<file path="src/rtl/usr_pkg.sv">
// Shared definitions for the universal shift register.
// usr_mode_e is the operation select encoding. RTL and bench both use it.
package usr_pkg;
  typedef enum logic [2:0] {
    HOLD = 3'b000,
    SHL  = 3'b001,
    SHR  = 3'b010,
    ROL  = 3'b011,
    ROR  = 3'b100,
    ASR  = 3'b101,
    LOAD = 3'b110,
    CLR  = 3'b111
  } usr_mode_e;

  // Ops that move bits and so advance the optional shift counter
  function automatic logic is_shift_op(input usr_mode_e m);
    return (m == SHL) || (m == SHR) || (m == ROL) || (m == ROR) || (m == ASR);
  endfunction
endpackage

</file>
<file path="src/rtl/dff_en_srst.sv">
// dff_en_srst: W-bit D register with clock enable and synchronous reset.
//   clk  rising-edge clock
//   rst  sync reset, active-high; loads RST_VAL and overrides en
//   en   load d when high, hold otherwise
//   d    next-state data
//   q    registered value
module dff_en_srst #(
  parameter int         W       = 8,
  parameter logic [W-1:0] RST_VAL = '0
) (
  input  logic         clk,
  input  logic         rst,
  input  logic         en,
  input  logic [W-1:0] d,
  output logic [W-1:0] q
);
  always_ff @(posedge clk) begin
    if (rst)     q <= RST_VAL;
    else if (en) q <= d;
  end
endmodule

</file>
<file path="src/rtl/univ_shift_reg.sv">
// univ_shift_reg: WIDTH-bit universal shift register.
// Supported ops: hold, shift, rotate, arithmetic shift right, parallel load and clear.
// Ports:
//   clk, rst        clock and sync active-high reset (q <= RESET_VAL)
//   en              clock enable; 0 holds everything
//   mode            usr_mode_e op select, sampled on enabled edges
//   sin_l / sin_r   serial inputs for SHL / SHR
//   pdata           parallel load data
//   q               register contents
//   sout_l / sout_r q[WIDTH-1] / q[0], the bit about to leave on SHL / SHR
//   shift_cnt       saturating count of shift-type ops (USR_SHIFT_CNT_EN only)
// Build option: define USR_SHIFT_CNT_EN to add the shift_cnt port and counter.
module univ_shift_reg
  import usr_pkg::*;
#(
  parameter int             WIDTH     = 8,
  parameter logic [WIDTH-1:0] RESET_VAL = '0,
  parameter int             CNT_W     = 8
) (
  input  logic             clk,
  input  logic             rst,
  input  logic             en,
  input  logic [2:0]       mode,
  input  logic             sin_l,
  input  logic             sin_r,
  input  logic [WIDTH-1:0] pdata,
  output logic [WIDTH-1:0] q,
  output logic             sout_l,
  output logic             sout_r
`ifdef USR_SHIFT_CNT_EN
  ,output logic [CNT_W-1:0] shift_cnt
`endif
);
  usr_mode_e        op;
  logic [WIDTH-1:0] q_nxt;

  assign op = usr_mode_e'(mode);

  always_comb begin
    q_nxt = q;
    case (op)
      HOLD: q_nxt = q;
      SHL:  q_nxt = {q[WIDTH-2:0], sin_l};
      SHR:  q_nxt = {sin_r, q[WIDTH-1:1]};
      ROL:  q_nxt = {q[WIDTH-2:0], q[WIDTH-1]};
      ROR:  q_nxt = {q[0], q[WIDTH-1:1]};
      ASR:  q_nxt = {q[WIDTH-1], q[WIDTH-1:1]};
      LOAD: q_nxt = pdata;
      CLR:  q_nxt = '0;   // CLR always clears to zero, even when RESET_VAL is nonzero
      default: q_nxt = q;
    endcase
  end

  dff_en_srst #(.W(WIDTH), .RST_VAL(RESET_VAL)) u_q (
    .clk (clk),
    .rst (rst),
    .en  (en),
    .d   (q_nxt),
    .q   (q)
  );

  assign sout_l = q[WIDTH-1];
  assign sout_r = q[0];

`ifdef USR_SHIFT_CNT_EN
  logic [CNT_W-1:0] cnt_nxt;

  always_comb begin
    cnt_nxt = shift_cnt;
    if (op == LOAD || op == CLR)
      cnt_nxt = '0;
    else if (is_shift_op(op) && (shift_cnt != {CNT_W{1'b1}}))
      cnt_nxt = shift_cnt + 1'b1;   // saturating increment
  end

  dff_en_srst #(.W(CNT_W), .RST_VAL('0)) u_cnt (
    .clk (clk),
    .rst (rst),
    .en  (en),
    .d   (cnt_nxt),
    .q   (shift_cnt)
  );
`endif
endmodule
</file>
<file path="config.mk">
export PLATFORM = sky130hd
export DESIGN_NAME = univ_shift_reg
export DESIGN_NICKNAME = d
export VERILOG_FILES = /design/src/rtl/usr_pkg.sv /design/src/rtl/dff_en_srst.sv /design/src/rtl/univ_shift_reg.sv
export SDC_FILE = /design/constraint.sdc
export NUM_CORES = 1
export LEC_CHECK = 0
export CAP_MARGIN = 40
export CORE_MARGIN = 2
export CORE_UTILIZATION = 35
export CTS_CLUSTER_DIAMETER = 40
export DETAILED_ROUTE_END_ITERATION = 8
export GPL_TIMING_DRIVEN = 0
export PLACE_DENSITY = 0.77
export SYNTH_ARGS = -nofsm -noshare
export SYNTH_HDL_FRONTEND = slang
export SYNTH_SLANG_ARGS = --single-unit
</file>
<file path="constraint.sdc">
create_clock -name clk -period 1.74 [get_ports clk]
set_clock_uncertainty 0.05 [all_clocks]
set_input_delay 0.348 -clock clk [delete_from_list [all_inputs] [get_ports clk]]
set_output_delay 0.348 -clock clk [all_outputs]
set_load 0.01 [all_outputs]
</file>
* Word-level counts from Yosys, hierarchy flattened
Cells that the tools add are included.
** Storage, ports and cells
- Memory bits (writable) :: 0
- Word-level logic and storage cells :: 15
- Bits in read-only memories :: 0
- Output and inout bits :: 10
- Bits of input ports :: 16
- Memories :: 0
- Register bits :: 8
- Bits in latches :: 0
** Cells by class
- Shift operators :: 0
- Multiply operators :: 0
- Equal/unequal tests :: 7
- Reductions and logical operators :: 3
- Divide/modulo/power cells :: 0
- Multiplexer cells :: 1
- $lt $le $gt $ge :: 0
- Bitwise operators :: 2
- Add/sub/neg operators :: 0
** Operators by type and width (count)
- 8-bit one-hot mux with 7 select lines :: 1
- 3-bit equality test (second input constant) :: 4
- 3-bit by 2-bit equality test with 1-bit output (second input constant) :: 2
- 3-bit by 1-bit equality test with 1-bit output (second input constant) :: 1
- 3-bit zero test :: 1
- 3-bit AND reduction :: 1
- 1-bit NOT :: 2
- 2-bit AND reduction :: 1

* Logic depth before layout (Yosys ltp)
- Depth after elaboration :: 3
- Gate-level depth with buffers :: 6
- Gate-level depth less buffers :: 4

* By module
A second synthesis with hierarchy kept.
** Second synthesis, totals
- Cells, all modules :: 81
- Area, all modules :: 706.9 µm²
** Modules (own cells, without submodules)
- univ_shift_reg :: times used 1, cells each 55, sequential area each 0.0 µm², area an instance 421.7 µm²
- dff_en_srst :: times used 1, cells each 26, sequential area each 160.2 µm², area an instance 285.3 µm²

* Worst setup path before layout
No wires, ideal clock.
- Path type :: input -> register
- From :: input mode[2]
- To :: register u_q.q[0]
- Stages on the path :: 6
- Setup time :: 0.067 ns
- Arrival time :: 1.253 ns
- Required time :: 1.623 ns
- Path buffers :: 2
- Setup slack :: 0.370 ns
- Cells stage by stage :: buf_6 > or2_1 > buf_6 > o21a_4 > nand2b_4 > a21oi_2
** Between the ends
- Word-level cells in the longest chain between the ends :: 3
- Elaborated cells on any way between the ends :: 11
- Classes of those cells :: 7 x eq/ne; 1 x mux; 1 x bitwise; 2 x reduce/logical
** Ends and longest elaborated chain
- start, declared :: RTL line univ_shift_reg.sv:23 : input logic [2:0] mode,
- parallel branches: the longest is 3 deep, another holds 8-bit one-hot mux with 7 select lines
- end signal, assigned :: RTL line dff_en_srst.sv:18 : if (rst) q <= RST_VAL;
- end signal, assigned :: RTL line dff_en_srst.sv:19 : else if (en) q <= d;
- end, declared :: RTL line dff_en_srst.sv:15 : output logic [W-1:0] q
Parallel ways; which one is timed is not known.
A chain may end at the register's enable or synchronous reset.

* Worst setup path after layout
- From :: register u_q.q[0]
- To :: output q[0]
** RTL lines
- end, declared :: RTL line univ_shift_reg.sv:27 : output logic [WIDTH-1:0] q,
No word-level cell between the ends.

==> results.ini <==
[layout]
seqCellArea_sq_um = 163
biggestRegsByFlops = u_q.q: 8 flops
nFillCells = 151
area_delta_synth_final_pct = 52.3
fin_cells = 117
multi_input_area_sq_um = 388
top_register = u_q.q
fin_nets = 119
final_util = 0.586
layout-drive-gt1-share = 0.198
largest_reg_flops = 8
n_antenna_cell = 0

[detailed_routing]
wl_mm = 1.53
drtIter0Drc = 17
antenna_left = 0
num_vias = 630
drc = 0
dr.pass1.iters = 4
wire_per_inst_microns = 13.0
viasPerCell = 5.38

[synthesis]
yosys_register_bits = 8
synthTopCellsByArea = dfxtp_1, a21o_1, nand2_1, a221oi_1, a211oi_1
synth_edf_count = 0
syn_nets = 90
synth.distinct_cells = 32
synth.most_common_cell = nand2_1
syn_area_per_cell_sq_um = 8.01
synthArstFlopShare = 0
synth_top_area_share = 0.270
yosys_warnings = 0
yosys.area.top_type = dfxtp_1
ys_seq_area_frac = 0.270
synth_area_sq_um = 593
postSynthCellCount = 74
synth_flop_cell = dfxtp_1
ys_top_cells_by_count = nand2_1, dfxtp_1, a21o_1, nor2_1

[floorplan]
io_pins = 26
die_w_microns = 45.2
die_area_sq_um = 2040
initial_utilization = 0.385
coreArea_sq_um = 1540
row_count = 14
die_h_microns = 45.2

[placement]
port_buffers = 24
dp_slack_ns = -0.250
place_hpwl_mm = 1.13
dp.cells = 114
place.gp.congestion = 0.732

[setup_path]
end_kind = primary output
arrival_ns = 1.28
worst-setup-path-type = reg -> out
r2r_cells = 4
cpPeakStageDelay_ns = 0.52
critPathLaunchType = register
crit_required_ns = 1.34
cp_slowest_cell = clkdlybuf4s50_1
path_max_fanout = 5
crit_path_cell_trace = buf_4 -> clkdlybuf4s50_1

[timing]
finalCritPeriodShare = 0.962
hold_violations = 0
maxSlewViolCount = 0
fmax_ghz = 0.597
final.setup.worst_slack_ns = 0.0658
post-route-min-period_ns = 1.67
max_slew_margin = 0.725
worst-slew-pin-transition_ns = 0.413
setup_viol = 0
grt_setup_unrepaired = false

[grt]
grt_pass1_wl_mm = 2.39
grt_max_degree = 11
antenna_found_initial = 0
grt_overflow = 0
grt_pass1_vias = 579
grt_usage = 0.161

[flow_run]
maxCapViolCount = 0

[cts]
numClockSinks = 8
path_clk_slew_ns = 0.05
clk_latency_ns = 0.27
cts_tree = yes
numCtsBuffers = 3
clk_path_buf_depth = 2
ctsRootBufferMaster = clkbuf_4
htreeDepth = 1

[power_and_ir_drop]
power_density_nw_per_um2 = 598
ir_drop_mv = 0.428
p_leak_nw = 0.355

[worst_hold_path]
hp-class = in -> reg
worstHoldPathCells = 2

[outcome]
status = finished clean

==> metal layers <==
layer  up-vias  part of all wire  global-route usage
met5         -                 0                   0
met4         0            0.0059              0.0706
li1        323                 -                   -
met1       285              0.46               0.192
met2        20              0.48               0.266
met3         2             0.060              0.0480
==> kinds of logic (layout without fill, tap and decap cells) <==
kind of cell	count (synthesis)	count (layout)	share of synthesized area
AOI/OAI and AO/OA	29	29	0.378
and+or+nand+nor	24	24	0.200
buffers and inverters	11	38	0.114
DFF	8	8	0.270
muxes	2	2	0.0380
==> final cells by class <==
type,instances,share of cell area
Buffer,8,0.0623
Tap cell,16,0.0222
Timing Repair Buffer,24,0.269
Clock buffer,3,0.0249
Multi-Input combinational cell,55,0.429
Inverter,3,0.0125
Sequential cell,8,0.180
==> placed cells by master, fill, tap and decap left out, types with 3 or more instances in the layout <==
cell,instances
buf_2,3
a211oi_1,4
clkdlybuf4s50_1,23
inv_1,3
nor2_1,6
clkbuf_4,3
nand2_1,10
a21o_1,6
dfxtp_1,6
==> stage by stage <==
step / setup TNS [ns] / power (W) / cell area [sq um] / hold slack, ns
3_3_place_gp: -1.39 / 0.000384 / 853 / 0.463
3_5_place_dp: -1.52 / 0.000387 / 853 / 0.481
6_report: 0 / 0.000540 / 903 / 0.415
4_1_cts: 0 / 0.000537 / 877 / 0.397
2_1_floorplan: 0 / 0.000303 / 593 / 0.408
5_1_grt: 0 / 0.000568 / 903 / 0.428
==> final timing paths <==
kind / endpoint / startpoint / slack, ns
max: q[0] / u_q.q[0]$_SDFFE_PP0P_ / 0.07
min: u_q.q[0]$_SDFFE_PP0P_ / rst / 0.41
max reg2reg: u_q.q[7]$_SDFFE_PP0P_ / u_q.q[6]$_SDFFE_PP0P_ / 0.64
min reg2reg: u_q.q[0]$_SDFFE_PP0P_ / u_q.q[0]$_SDFFE_PP0P_ / 0.45
==> worst max-delay path: cells and delay by family, from the launching register on <==
family,cells,cell delay [ns]
flops,1,0.38
buf+inv,2,0.64
==> repair_timing <==
item                                    in CTS  in global routing
gates resized for setup                      1                  7
buffers inserted                             0                  0
pin swaps                                    0                  0
endpoints found under the hold margin        0                  0
endpoints found under the setup margin       1                  4
hold buffers                                 0                  0
==> where the power goes <==
group / internal, W / switching, W / total [W]
logic: 0.000105 / 0.0000728 / 0.000178
registers: 0.000198 / 0.0000164 / 0.000214
clock network: 0.0000794 / 0.0000696 / 0.000149
total: 0.000382 / 0.000159 / 0.000540
Power figures use the tool's default switching activity.
